<file path="config.mk">
export PLATFORM = sky130hd
export DESIGN_NAME = instruction_fetch_queue
export DESIGN_NICKNAME = d
export VERILOG_FILES = /design/src/rtl/instruction_fetch_queue.sv
export SDC_FILE = /design/constraint.sdc
export NUM_CORES = 1
export LEC_CHECK = 0
export ABC_CLOCK_PERIOD_IN_PS = 17650
export CORE_MARGIN = 2
export CORE_UTILIZATION = 53
export CTS_CLUSTER_DIAMETER = 50
export DETAILED_ROUTE_END_ITERATION = 6
export HOLD_SLACK_MARGIN = 0.08
export PLACE_DENSITY = 0.92
export SLEW_MARGIN = 20
export SYNTH_ARGS = -nofsm -noshare
export SYNTH_HDL_FRONTEND = slang
export SYNTH_SLANG_ARGS = --single-unit
</file>
<file path="constraint.sdc">
create_clock -name clock -period 17.65 [get_ports clock]
set_clock_uncertainty 0.15 [all_clocks]
set_input_delay 2.6475 -clock clock [delete_from_list [all_inputs] [get_ports clock]]
set_output_delay 2.6475 -clock clock [all_outputs]
set_load 0.05 [all_outputs]
</file>
<file path="src/rtl/instruction_fetch_queue.sv">
// Instruction fetch unit: sequential PC generation feeding a circular instruction queue.
// Optional misaligned-redirect halt is enabled by defining RVSIMPLE_FETCH_MISALIGN_EN.
module instruction_fetch_queue #(
  parameter logic [31:0] RESET_PC    = 32'h00400000,
  parameter int unsigned QUEUE_DEPTH = 2
) (
  input  logic        clock,
  input  logic        reset,
  output logic [31:0] bus_address,
  input  logic [31:0] bus_read_data,
  input  logic        redirect_valid,
  input  logic [31:0] redirect_pc,
  output logic        inst_valid,
  input  logic        inst_ready,
  output logic [31:0] inst,
  output logic [31:0] inst_pc
`ifdef RVSIMPLE_FETCH_MISALIGN_EN
  ,
  output logic        fetch_misaligned
`endif
);

  localparam int unsigned PTR_W = (QUEUE_DEPTH > 1) ? $clog2(QUEUE_DEPTH) : 1;
  localparam int unsigned CNT_W = $clog2(QUEUE_DEPTH + 1);
  localparam logic [PTR_W-1:0] LAST_PTR  = PTR_W'(QUEUE_DEPTH - 1);
  localparam logic [CNT_W-1:0] DEPTH_CNT = CNT_W'(QUEUE_DEPTH);

  logic [31:0]      q_inst [QUEUE_DEPTH];
  logic [31:0]      q_pc   [QUEUE_DEPTH];
  logic [31:0]      fetch_pc;
  logic [PTR_W-1:0] head;
  logic [PTR_W-1:0] tail;
  logic [CNT_W-1:0] count;
  logic             halted;
  logic             push;
  logic             pop;

  function automatic logic [PTR_W-1:0] next_ptr(input logic [PTR_W-1:0] p);
    return (p == LAST_PTR) ? '0 : p + 1'b1;
  endfunction

`ifdef RVSIMPLE_FETCH_MISALIGN_EN
  logic misaligned_q;

  always_ff @(posedge clock) begin
    if (reset)
      misaligned_q <= 1'b0;
    else if (redirect_valid)
      misaligned_q <= (redirect_pc[1:0] != 2'b00);
  end

  assign halted           = misaligned_q;
  assign fetch_misaligned = misaligned_q;
`else
  logic unused_redirect_low;

  assign halted              = 1'b0;
  assign unused_redirect_low = ^redirect_pc[1:0];
`endif

  always_comb begin
    bus_address = fetch_pc;
    inst_valid  = (count != '0);
    pop         = inst_valid && inst_ready;
    // A pop frees a slot in the same cycle, so a full queue still accepts a push
    push        = !reset && !redirect_valid && !halted && ((count < DEPTH_CNT) || pop);
    inst        = inst_valid ? q_inst[head] : '0;
    inst_pc     = inst_valid ? q_pc[head]   : '0;
  end

  always_ff @(posedge clock) begin
    if (push) begin
      q_inst[tail] <= bus_read_data;
      q_pc[tail]   <= fetch_pc;
    end
  end

  always_ff @(posedge clock) begin
    if (reset) begin
      fetch_pc <= RESET_PC;
      head     <= '0;
      tail     <= '0;
      count    <= '0;
    end else if (redirect_valid) begin
      fetch_pc <= {redirect_pc[31:2], 2'b00};
      head     <= '0;
      tail     <= '0;
      count    <= '0;
    end else begin
      if (push) begin
        tail     <= next_ptr(tail);
        fetch_pc <= fetch_pc + 32'd4;
      end
      if (pop)
        head <= next_ptr(head);
      if (push && !pop)
        count <= count + 1'b1;
      else if (pop && !push)
        count <= count - 1'b1;
    end
  end

endmodule

</file>
==> results of run 1 <==
per-layer routing:
metal / up-vias / GRT usage / share of wire
li1: 2316 / - / -
met1: 2414 / 0.280 / 0.39
met2: 228 / 0.399 / 0.50
met3: 41 / 0.0561 / 0.081
met4: 0 / 0.103 / 0.026
met5: - / 0 / 0
final cells by class:
| type | instances | share of cell area |
|---|---|---|
| Sequential cell | 159 | 0.484 |
| Multi-Input combinational cell | 335 | 0.240 |
| Clock buffer | 17 | 0.0465 |
| Tap cell | 172 | 0.0235 |
| Clock inverter | 15 | 0.0212 |
| Timing Repair Buffer | 166 | 0.182 |
| Inverter | 6 | 0.00246 |
Yosys cell counts, types with 5 or more instances:
| cell type | number |
|---|---|
| sky130_fd_sc_hd__nand3_1 | 13 |
| sky130_fd_sc_hd__nor3_1 | 14 |
| sky130_fd_sc_hd__or3_1 | 7 |
| sky130_fd_sc_hd__xnor2_1 | 7 |
| sky130_fd_sc_hd__o21ai_0 | 6 |
| sky130_fd_sc_hd__nand4_1 | 7 |
| sky130_fd_sc_hd__a211oi_1 | 9 |
| sky130_fd_sc_hd__and4_1 | 7 |
| sky130_fd_sc_hd__a311oi_1 | 10 |
| sky130_fd_sc_hd__inv_1 | 5 |
| sky130_fd_sc_hd__nand2_1 | 21 |
| sky130_fd_sc_hd__dfxtp_1 | 35 |
| sky130_fd_sc_hd__or4_1 | 7 |
| sky130_fd_sc_hd__o31ai_1 | 5 |
| sky130_fd_sc_hd__edfxtp_1 | 124 |
| sky130_fd_sc_hd__nor2_1 | 88 |
| sky130_fd_sc_hd__nor4_1 | 11 |
| sky130_fd_sc_hd__clkbuf_1 | 28 |
| sky130_fd_sc_hd__and3_1 | 5 |
| sky130_fd_sc_hd__mux2i_1 | 63 |
registers in the layout, summed over array words and instances (netlist names), named ones only:
| register | flops |
|---|---|
| bus_address | 30 |
| count | 2 |
| head | 1 |
| q_inst | 64 |
| q_pc | 60 |
| tail | 1 |
cell families after synthesis:
kind of cell	Yosys count	share of synthesized area
adders and majority gates	2	0.00370
AOI/OAI and AO/OA	56	0.0632
and+or+nand+nor	199	0.146
other	1	0.000554
muxes	63	0.0931
DFF	159	0.653
xor gates and xnor gates	11	0.0142
buffers and inverters	40	0.0257
power groups by stage:
stage	clock (mW)	combinational (mW)	sequential (mW)
after floorplan	0	0.0657	0.453
after global placement	0	0.127	0.441
after detailed placement	0	0.130	0.442
after CTS	0.384	0.130	0.434
after global routing	0.401	0.138	0.435
final	0.381	0.131	0.434
final timing paths:
check	from	end	depth (start not counted)
setup / recovery	count[0]	inst_pc[21]	4
hold / removal	head	head	2
setup reg to reg	count[1]	q_pc[1][30]	3
hold reg to reg	head	head	2
metrics by stage:
step | total power, mW | setup slack (ps) | instance area [um^2] | utilization | cells
finish | 0.946 | 12310 | 9150 | 0.728 | 870
global route | 0.974 | 12210 | 9150 | 0.728 | 870
CTS | 0.949 | 12070 | 9120 | 0.725 | 869
detailed placement | 0.572 | 12130 | 8500 | 0.676 | 837
global placement | 0.568 | 12240 | 8500 | 0.676 | 837
floorplan | 0.519 | 9520 | 6780 | - | 534
critical path, delay by kind of cell, from the launching register on:
| family | cells | cell delay [ps] |
|---|---|---|
| AND/OR/NAND/NOR | 2 | 440 |
| flip-flops | 1 | 360 |
| buffers and inverters | 2 | 1270 |
==> flow_summary.json, run 1 <==
{
  "die_outline_area_um2": 13700,
  "synth_top_flop_cell": "sky130_fd_sc_hd__edfxtp_1",
  "postCtsSetupRepairBufs": 0,
  "clockPowerShare": 0.403,
  "setup.reg_to_reg.worst_slack_ps": 15120,
  "globalRoute.totalOverflow": 0,
  "hold_path_class": "flop to flop",
  "synth_cell_types": 54,
  "drt_wl_total_um": 16100,
  "vdd_ir_drop_max_mv": 0.0710,
  "library_cell_used_as_clock_root_buffer": "sky130_fd_sc_hd__clkbuf_16",
  "max_stage_delay_ps": 750,
  "critical_path_class": "flop to output port",
  "run_status": "finished with violations",
  "synth_sequential_area_ratio": 0.653,
  "yosys_warnings": 0,
  "synthesis.instances": 531,
  "grt_pass1_vias": 4832,
  "fill_cells": 814,
  "cts_tree": "yes",
  "power_density_nw_per_um2": 103,
  "synth_top_area_cell": "sky130_fd_sc_hd__edfxtp_1",
  "worst-path-max-fanout": 52,
  "setup_total_negative_slack_ps": 0,
  "finalHoldWorstSlack_ps": 366,
  "comb_power_share": 0.139,
  "antenna-diode-count": 0,
  "antenna_violating_nets_post_route": 0,
  "synth.top_cell.area_share": 0.550,
  "timing.final.crit_period_ps": 5340,
  "post_synth.cell_area_avg_um2": 12.7,
  "power_frac_seq": 0.458,
  "clock_insertion_delay_worst_skew_ps": 420,
  "max_capacitance_violation_count": 0,
  "critical_path.endpoint_type": "output port",
  "cp.required_ps": 14850,
  "layout_common_cells": "sky130_fd_sc_hd__clkdlybuf4s50_1 (158), sky130_fd_sc_hd__edfxtp_1 (124), sky130_fd_sc_hd__nor2_1 (87)",
  "synthTopCellsByArea": "sky130_fd_sc_hd__edfxtp_1 (55%), sky130_fd_sc_hd__dfxtp_1 (10%), sky130_fd_sc_hd__mux2i_1 (9.3%)",
  "die_h_um": 117,
  "row_count": 41,
  "post-route-period-util": 0.303,
  "setup_viol": 0,
  "buffer_ports.inserted": 158,
  "drt-initial-drc-count": 475,
  "num_io_pins": 165,
  "num_cts_buffers": 17,
  "cp.arrival_ps": 2540,
  "initial_antenna_violation_count": 0,
  "finalNetCount": 755,
  "clock_tree.buffer_depth": 2,
  "synth-edff-count": 124,
  "p_sw_frac": 0.265,
  "die-width_um": 117,
  "finalWeightedCongestion": 0.867,
  "max_freq_ghz": 0.187,
  "dp_hpwl_um": 10800,
  "timing.critical_path.slowest_stage_cell": "sky130_fd_sc_hd__clkdlybuf4s50_1",
  "failing_checks": "design-rule violations",
  "cts_hold_buf": 0,
  "sequential_cell_area_um2": 4430,
  "worstPathCellList": "nor2_4, buf_4, nor2_1, clkdlybuf4s50_1",
  "cts.htree.levels": 4,
  "cp-start-kind": "flop",
  "internal_power_mw": 0.695,
  "hold_viol_final": 0,
  "grt_max_degree": 63,
  "drcViolationCount": 1,
  "layout.cells.most_common": "sky130_fd_sc_hd__clkdlybuf4s50_1",
  "tightestPinTransition_ps": 1020,
  "vias_cell": 5.75,
  "drt_pass1_iterations": 7,
  "synth_area_um2": 6770,
  "vias": 4999,
  "power.static_leakage_nw": 2.94,
  "drive_gt1_frac": 0.0731,
  "number_of_synthesized_register_bits": 159,
  "grt_pass1_wl_um": 24000,
  "p_switching_mw": 0.251,
  "grt_util_all_layers": 0.232,
  "floorplan.initialDensity": 0.539,
  "area_grow_syn2layout_pct": 35.1,
  "post_cts_resized": 0,
  "wl_per_cell_um": 18.5,
  "proportion_of_register_bits_with_asynchronous_set_or_reset_after_synthesis": 0,
  "rsz0062_at_grt": "false",
  "multiInputGateArea_um2": 2200,
  "relSlewSlack": 0.322,
  "cts.clk_slew.worst_paths_ps": 70,
  "cts_sinks": 159,
  "max_transition_viols_final": 0,
  "core_area_um2": 12600
}
Power figures use the tool's default switching activity.
==> run 2, diff against run 1 <==
ABC_CLOCK_PERIOD_IN_PS = 4400   (was 17650)
CORE_UTILIZATION = 45   (was 53)
PLACE_DENSITY = 0.84   (was 0.92)
clock period = 4.4 ns   (was 17.65 ns; I/O delays follow)
==> run 2 against run 1 <==
Net effect: the flow now finishes without violations; sequential share of layout area grew 0.11 points; utilization shrank 10 points; register-to-register slack lost 13000 ps; via count shrank 1.1%; die area grew 17%; final cell count grew 1.5%; non-clock buffer count grew 1; routed wire length shrank 0.25%; sequential power grew to 4.0 times the previous value.
==> flow_summary.json, run 2 (synthesized netlist as in run 1, its figures left out) <==
{
  "wl_per_cell_um": 18.2,
  "cts.htree.levels": 4,
  "path_delay_family": "buffers and inverters",
  "max_transition_viols_final": 0,
  "hold_viol_final": 0,
  "floorplan.initialDensity": 0.464,
  "die_h_um": 127,
  "timing.critical_path.slowest_stage_cell": "sky130_fd_sc_hd__clkdlybuf4s50_1",
  "buffer_ports.inserted": 158,
  "setup_total_negative_slack_ps": 0,
  "drt_wl_total_um": 16000,
  "cp.arrival_ps": 2570,
  "vias_cell": 5.60,
  "cts_sinks": 159,
  "post_cts_resized": 0,
  "multiInputGateArea_um2": 2200,
  "run_status": "finished clean",
  "core_area_um2": 14600,
  "dp_hpwl_um": 10800,
  "layout_common_cells": "sky130_fd_sc_hd__clkdlybuf4s50_1 (158), sky130_fd_sc_hd__edfxtp_1 (124), sky130_fd_sc_hd__nor2_1 (87)",
  "clock_insertion_delay_worst_skew_ps": 420,
  "fill_cells": 1091,
  "post-route-period-util": 0.769,
  "library_cell_used_as_clock_root_buffer": "sky130_fd_sc_hd__clkbuf_16",
  "finalHoldWorstSlack_ps": 363,
  "cts_tree": "yes",
  "num_io_pins": 165,
  "drcViolationCount": 0,
  "totalPowerFinal_mw": 3.65,
  "postCtsSetupRepairBufs": 0,
  "max_capacitance_violation_count": 0,
  "finalNetCount": 756,
  "sequential_cell_area_um2": 4430,
  "drive_gt1_frac": 0.0629,
  "hold_path_class": "flop to flop",
  "area_grow_syn2layout_pct": 34.8,
  "critical_path.endpoint_type": "output port",
  "worst-path-max-fanout": 33,
  "drt-initial-drc-count": 306,
  "cp-start-kind": "flop",
  "vias": 4945,
  "finalWeightedCongestion": 0.804,
  "row_count": 44,
  "tightestPinTransition_ps": 980,
  "setup_viol": 0,
  "die-width_um": 127,
  "rsz0062_at_grt": "false",
  "cts_hold_buf": 0,
  "vdd_ir_drop_max_mv": 0.290,
  "critical_path_class": "flop to output port",
  "registers.top_by_ff_count": "q_inst",
  "power_density_nw_per_um2": 400,
  "clock_tree.buffer_depth": 2,
  "antenna_violating_nets_post_route": 0,
  "number_of_flip_flops_under_the_largest_register_name": 64,
  "num_cts_buffers": 17,
  "drt_pass1_iterations": 4,
  "critical_path.n_buffers_inverters": 2,
  "cts.clk_slew.worst_paths_ps": 50,
  "die_outline_area_um2": 16000,
  "max_freq_ghz": 0.295,
  "grt_util_all_layers": 0.203,
  "globalRoute.totalOverflow": 0,
  "grt_pass1_vias": 4899,
  "initial_antenna_violation_count": 0,
  "max_stage_delay_ps": 840,
  "layout.cells.most_common": "sky130_fd_sc_hd__clkdlybuf4s50_1",
  "antenna-diode-count": 0,
  "grt_pass1_wl_um": 25400,
  "cp.required_ps": 3590,
  "power.static_leakage_nw": 2.92,
  "grt_max_degree": 49,
  "relSlewSlack": 0.340,
  "timing.final.crit_period_ps": 3380,
  "worstPathCellList": "buf_12, mux2i_1, nor2_1, clkdlybuf4s50_1"
}
## run 2: cell types whose count changed in the layout (fill, tap and decap cells not counted), sizes merged
cell      change
inv           -9
clkbuf        +7
clkinv        +5
clkinvlp      -2
buf           +1
bufinv        -1
## run 2: per-stage QoR
step | util | instance area (um^2) | worst slack [ps] | cells
floorplan | - | 6790 | 160 | 534
global placement | 0.587 | 8570 | 1070 | 851
detailed placement | 0.587 | 8570 | 1050 | 851
CTS | 0.625 | 9130 | 935 | 883
global route | 0.625 | 9130 | 865 | 883
finish | 0.625 | 9130 | 1020 | 883
## run 2: report_power, final
part / total [mW] / switching [mW] / internal (mW)
sequential: 1.74 / 0.0554 / 1.69
combinational: 0.526 / 0.331 / 0.195
clock: 1.38 / 0.538 / 0.844
total: 3.65 / 0.924 / 2.73
## run 2: cell type report
class / count / area share
clock buffers: 24 / 0.0506
repair buffers: 167 / 0.185
flip-flops and latches: 159 / 0.485
inverters: 6 / 0.00247
well taps: 184 / 0.0252
clock inverters: 8 / 0.0101
multi-input cells: 335 / 0.241
## run 2: path summary, 6_finish.rpt
check / from / end / slack, ps / depth (start not counted)
worst min-delay path: head / head / 360 / 2
worst max-delay path: flop / inst_pc[4] / 1020 / 4
worst min register to register: head / head / 360 / 2
worst max register to register: count[1] / q_pc[0][20] / 1850 / 4
## run 2: metal layers
| layer | vias up | wire length (um) | GRT usage |
|---|---|---|---|
| li1 | 2312 | - | - |
| met4 | 0 | 338 | 0.0802 |
| met5 | - | 0 | 0 |
| met1 | 2389 | 6730 | 0.262 |
| met2 | 217 | 7770 | 0.332 |
| met3 | 27 | 1200 | 0.0481 |
## run 2: worst min-delay path: cells and delay by family (launching register included)
family        cells  cell delay [ps]
flops             1              320
xor+xnor          1               80
simple gates      1               80
